**src/rtl/id_ex_stage.sv**
```systemverilog
// Purpose : ID/EX pipeline register with writeback bypass, load-use stall/bubble and branch flush.
// Latency : one cycle ID->EX; stallOut is combinational (same cycle as the hazard).
// Backpressure: stallOut holds PC and IF/ID for exactly one cycle while a bubble enters EX.
//
// Ports:
//   clock/reset          rising-edge clock, asynchronous active-high reset
//   id*                  decoded instruction fields from IF/ID
//   bankData1/2          register bank read ports for idRs1/idRs2
//   wbRd/wbRegWrite/wbData  writeback port (wbRegWrite active-low), bypassed around the bank
//   flush                kill the instruction entering EX
//   cntClear             synchronous clear of bubbleCount
//   stallOut             hold PC and IF/ID this cycle
//   ex*                  registered ID/EX fields and operands
//   bubbleCount          saturating count of load-use bubbles
module id_ex_stage #(
   parameter int XLEN   = 32,
   parameter int CTRL_W = 8,
   parameter int CNT_W  = 16
) (
   input  logic              clock,
   input  logic              reset,
   input  logic              idValid,
   input  logic [XLEN-1:0]   idPc,
   input  logic [4:0]        idRs1,
   input  logic [4:0]        idRs2,
   input  logic [4:0]        idRd,
   input  logic              idUsesRs1,
   input  logic              idUsesRs2,
   input  logic [XLEN-1:0]   idImm,
   input  logic [CTRL_W-1:0] idCtrl,
   input  logic              idMemRead,
   input  logic [XLEN-1:0]   bankData1,
   input  logic [XLEN-1:0]   bankData2,
   input  logic [4:0]        wbRd,
   input  logic              wbRegWrite,
   input  logic [XLEN-1:0]   wbData,
   input  logic              flush,
   input  logic              cntClear,
   output logic              stallOut,
   output logic              exValid,
   output logic [XLEN-1:0]   exPc,
   output logic [4:0]        exRs1,
   output logic [4:0]        exRs2,
   output logic [4:0]        exRd,
   output logic [XLEN-1:0]   exImm,
   output logic [CTRL_W-1:0] exCtrl,
   output logic              exMemRead,
   output logic [XLEN-1:0]   exRs1Data,
   output logic [XLEN-1:0]   exRs2Data,
   output logic [CNT_W-1:0]  bubbleCount
);

   localparam logic [CNT_W-1:0] CNT_MAX = '1;

   logic              ex_valid_q,    ex_valid_d;
   logic [XLEN-1:0]   ex_pc_q,       ex_pc_d;
   logic [4:0]        ex_rs1_q,      ex_rs1_d;
   logic [4:0]        ex_rs2_q,      ex_rs2_d;
   logic [4:0]        ex_rd_q,       ex_rd_d;
   logic [XLEN-1:0]   ex_imm_q,      ex_imm_d;
   logic [CTRL_W-1:0] ex_ctrl_q,     ex_ctrl_d;
   logic              ex_mem_read_q, ex_mem_read_d;
   logic [XLEN-1:0]   ex_rs1_data_q, ex_rs1_data_d;
   logic [XLEN-1:0]   ex_rs2_data_q, ex_rs2_data_d;
   logic [CNT_W-1:0]  bubble_cnt_q,  bubble_cnt_d;

   logic [XLEN-1:0]   op1, op2;
   logic              load_use;

   // The bank writes on the same edge we sample, so a matching writeback
   // must be forwarded here; x0 always reads as zero.
   always_comb begin
      op1 = bankData1;
      if (idRs1 == 5'd0)
         op1 = '0;
      else if (!wbRegWrite && (wbRd == idRs1))
         op1 = wbData;

      op2 = bankData2;
      if (idRs2 == 5'd0)
         op2 = '0;
      else if (!wbRegWrite && (wbRd == idRs2))
         op2 = wbData;
   end

   assign load_use = ex_valid_q & ex_mem_read_q & (ex_rd_q != 5'd0) & idValid &
                     ((idUsesRs1 & (idRs1 == ex_rd_q)) | (idUsesRs2 & (idRs2 == ex_rd_q)));

   // A taken branch makes the dependent instruction wrong-path, so no stall.
   assign stallOut = load_use & ~flush;

   always_comb begin
      ex_valid_d    = idValid;
      ex_pc_d       = idPc;
      ex_rs1_d      = idRs1;
      ex_rs2_d      = idRs2;
      ex_rd_d       = idRd;
      ex_imm_d      = idImm;
      ex_ctrl_d     = idValid ? idCtrl : '0;
      ex_mem_read_d = idValid & idMemRead;
      ex_rs1_data_d = op1;
      ex_rs2_data_d = op2;

      if (flush || load_use) begin
         ex_valid_d    = 1'b0;
         ex_pc_d       = '0;
         ex_rs1_d      = '0;
         ex_rs2_d      = '0;
         ex_rd_d       = '0;
         ex_imm_d      = '0;
         ex_ctrl_d     = '0;
         ex_mem_read_d = 1'b0;
         ex_rs1_data_d = '0;
         ex_rs2_data_d = '0;
      end

      // Only load-use bubbles are counted; clear beats increment.
      bubble_cnt_d = bubble_cnt_q;
      if (cntClear)
         bubble_cnt_d = '0;
      else if (stallOut && (bubble_cnt_q != CNT_MAX))
         bubble_cnt_d = bubble_cnt_q + CNT_W'(1);
   end

   always_ff @(posedge clock or posedge reset) begin
      if (reset) begin
         ex_valid_q    <= 1'b0;
         ex_pc_q       <= '0;
         ex_rs1_q      <= '0;
         ex_rs2_q      <= '0;
         ex_rd_q       <= '0;
         ex_imm_q      <= '0;
         ex_ctrl_q     <= '0;
         ex_mem_read_q <= 1'b0;
         ex_rs1_data_q <= '0;
         ex_rs2_data_q <= '0;
         bubble_cnt_q  <= '0;
      end else begin
         ex_valid_q    <= ex_valid_d;
         ex_pc_q       <= ex_pc_d;
         ex_rs1_q      <= ex_rs1_d;
         ex_rs2_q      <= ex_rs2_d;
         ex_rd_q       <= ex_rd_d;
         ex_imm_q      <= ex_imm_d;
         ex_ctrl_q     <= ex_ctrl_d;
         ex_mem_read_q <= ex_mem_read_d;
         ex_rs1_data_q <= ex_rs1_data_d;
         ex_rs2_data_q <= ex_rs2_data_d;
         bubble_cnt_q  <= bubble_cnt_d;
      end
   end

   assign exValid     = ex_valid_q;
   assign exPc        = ex_pc_q;
   assign exRs1       = ex_rs1_q;
   assign exRs2       = ex_rs2_q;
   assign exRd        = ex_rd_q;
   assign exImm       = ex_imm_q;
   assign exCtrl      = ex_ctrl_q;
   assign exMemRead   = ex_mem_read_q;
   assign exRs1Data   = ex_rs1_data_q;
   assign exRs2Data   = ex_rs2_data_q;
   assign bubbleCount = bubble_cnt_q;

endmodule

```
**config.mk**
```make
export PLATFORM = sky130hd
export DESIGN_NAME = id_ex_stage
export DESIGN_NICKNAME = d
export VERILOG_FILES = /design/src/rtl/id_ex_stage.sv
export SDC_FILE = /design/constraint.sdc
export NUM_CORES = 1
export LEC_CHECK = 0
export ABC_CLOCK_PERIOD_IN_PS = 4500
export BUFFER_PORTS_ARGS = -buffer_cell sky130_fd_sc_hd__buf_2
export CORE_AREA = 2 2 144 146
export DETAILED_ROUTE_END_ITERATION = 16
export DIE_AREA = 0 0 146 148
export MAX_ROUTING_LAYER = met4
export PLACE_DENSITY_LB_ADDON = 0.3
export RECOVER_POWER = 25
export SYNTH_ARGS = -nofsm -noshare
export SYNTH_HDL_FRONTEND = slang
export SYNTH_SLANG_ARGS = --single-unit
```
**constraint.sdc**
```tcl
create_clock -name clock -period 4.5 [get_ports clock]
set_input_delay 0.225 -clock clock [delete_from_list [all_inputs] [get_ports clock]]
set_output_delay 0.225 -clock clock [all_outputs]
set_load 0.01 [all_outputs]
```
==> metrics.txt <==
status finished, violations left; failing checks hold timing; cell area after synthesis 6650 µm²; initial antenna violation count 5; CP max-delay cell o21ba_2; DRC viols 0; vias in the first global route 5,716; CP top delay family compound AO/OA/AOI/OAI gates; Core Footprint 20,000 µm²; part of the cycle the worst path needs 0.609; crit end category flip-flop; gr busiest metal met2; cell type with the highest aggregate area in the netlist dfrtp_1; WL final 20,800 µm; maximum vdd drop 0.235 mV; Synth async-reset ratio 1.00; Synthesized Nets 740; Setup TNS 0 ps; drt pass-1 iters 4; met3 Track Usage GR 0.0454; largest net degree at the start of global routing 170; DR vias 5,534; Synth Register Bits 169; I/O pin count 367; Max Slew Vio Count 0; Clock Sinks 169; first-pass GRT wire length 31,500 µm; synthesis warning total 0; layout cells sized above 1 0.434; worst-margin pin slew 1100 ps; Initial Util 0.332; GRT overflow 0; Clock transition at path regs 70 ps; gr usage total 0.197; Startpoint Class flip-flop; Final HPWL DP 14,900 µm; Setup Slack @ Placement 1750 ps; CP cell instances or4_1, o2111ai_2, o21ba_2, buf_4, and3_1; cell row count 52; routability cong. 0.825; Fin Clk Skew 10.3 ps; 1st-iter DRT viols 194; Gate Count Post-Synth 542; met1 usage 0.228; worst hold-check path type in2async; max incr delay on CP 600 ps; Via density 4.49; highest clock rate 0.365 GHz; Setup WS post-layout 1760 ps; final hold slack -12.8 ps; final setup fails 0; Synth top area share 0.636; DIE WIDTH 146 µm; nets 1,143; Distinct cells, synth 42; CP max FO 53; CTS tree yes; Clock Latency Late Sink 420 ps; Static Leak 0.00553 µW; Pwr Density 349 nW/µm²; Worst Path Arrival 3090 ps; Crit Path Category reg2reg; Slew headroom 0.268; area delta synth->final 46.8%; RSZ-0062 raised after global routing false; Final Hold Viols 8; crit path time final 2740 ps; Clock Path Buffers 2; met2 usage in global routing 0.333; Mean Syn Cell Area 12.3 µm²; H-tree depth 4; cells taking the most area after synthesis dfrtp_1, mux2i_1, and2_1; Main synth FF type dfrtp_1; clk root buf clkbuf_16; max cap viols 0; DR WL/cell 16.8 µm; total CTS buffers 17; WP buf/inv 1; Post-synth EDFFs 0; die area 21,600 µm²; Die H 148 µm; critical path required time 4850 ps; # port buffers 366; Routed Antenna Nets 0; post-synthesis sequential area ratio 0.636
==> worst min-delay path, cell delays in order <==
cell and delay (ps):
buf_2 100, clkinvlp_2 100, buf_12 510
==> registers in the layout, indices dropped and copies added, names as in the netlist <==
register,flops
bubbleCount,16
exCtrl,8
exImm,32
exMemRead,1
exPc,32
exRd,5
exRs1,5
exRs1Data,32
exRs2,5
exRs2Data,32
exValid,1
==> cell usage after synthesis (4+ instances only) <==
library cell  count
or4_1            11
xor2_1           10
nand2_1           4
inv_1             4
buf_1             4
o31ai_1           9
nand4_1           4
mux2i_1          65
and2_1           80
nor2_1           71
xnor2_1          10
a21oi_1          14
and3_1           12
dfrtp_1         169
nor3_1            5
nand3_1           9
clkbuf_1         23
==> cell usage in the layout, fill, tap and decap left out, types with 3 or more instances in the layout <==
cell type      netlist  routed
dlygate4sd3_1        0      44
xor2_1              10      10
clkinv_4             0       4
and2_1              80      80
diode_2              0       4
buf_4                1       4
mux2_2               3       3
nand2b_1             3       3
nand4_1              4       4
inv_1                4       3
inv_6                0       4
o31ai_1              9       9
xnor2_1             10      10
buf_2                2     366
clkbuf_16            0      17
nor3_1               5       5
and3_1              12      12
nand3_1              9       9
mux2i_1             65      65
nor2_1              71      71
dfrtp_1            169     169
nand2_1              4       4
nor4_1               3       3
nor2b_1              3       3
or4_1               11      11
a21oi_1             14      14
==> metrics by stage <==
step           hold slack, ps  utilization  std cells  power (µW)  instance area (µm²)
2_1_floorplan             354            -        542        1810                 6650
3_3_place_gp              431        0.437       1152        2020                 8750
3_5_place_dp              433        0.437       1152        2030                 8750
4_1_cts                0.0553        0.486       1227        3450                 9740
5_1_grt                  3.70        0.487       1231        3560                 9760
6_report                -12.8        0.487       1232        3410                 9760
==> per-layer routing <==
layer | wire, µm | vias to the layer above
met1 | 8310 | 2588
met5 | 0 | -
met4 | 528 | 0
li1 | - | 2629
met3 | 1420 | 32
met2 | 10500 | 285
==> final cells by class <==
type | instances | area (µm²)
repair buffers | 415 | 2320
multi-input cells | 338 | 2290
clock inverters | 13 | 113
inverters | 4 | 16.3
clock buffers | 19 | 443
fillers | 1885 | 10300
well taps | 270 | 338
flip-flops and latches | 169 | 4230
diodes | 4 | 10.0
==> logic make-up after synthesis <==
logic type | share of synthesized area
DFF | 0.636
muxes | 0.103
and+or+nand+nor | 0.179
adders and majority gates | 0.00188
buffers and inverters | 0.0209
xor gates and xnor gates | 0.0264
AOI/OAI and AO/OA | 0.0322
==> power breakdown <==
part | internal (µW) | switching, µW
clock network | 739 | 647
registers | 1590 | 21.9
logic | 195 | 215
==> path summary, 6_finish.rpt <==
check / from / endpoint / slack [ps] / cells past startpoint
setup reg to reg: exRd[3] / exCtrl[1] / 1760 / 5
setup / recovery: exRd[3] / exCtrl[1] / 1760 / 5
hold reg to reg: bubbleCount[9] / bubbleCount[9] / 590 / 2
max in group asynchronous: reset / exRs2Data[15] / 3580 / 3
hold / removal: reset / exRs1Data[14] / -10 / 3
min in group clock: idImm[29] / exImm[29] / 20 / 2
==> repair_timing <==
item,4_1_cts,5_1_grt
resized for setup,0,0
hold buffers,43,1
setup buffers,0,0
endpoints found under the hold margin,43,1
Note: power is estimated with default switching activity, not from simulation.
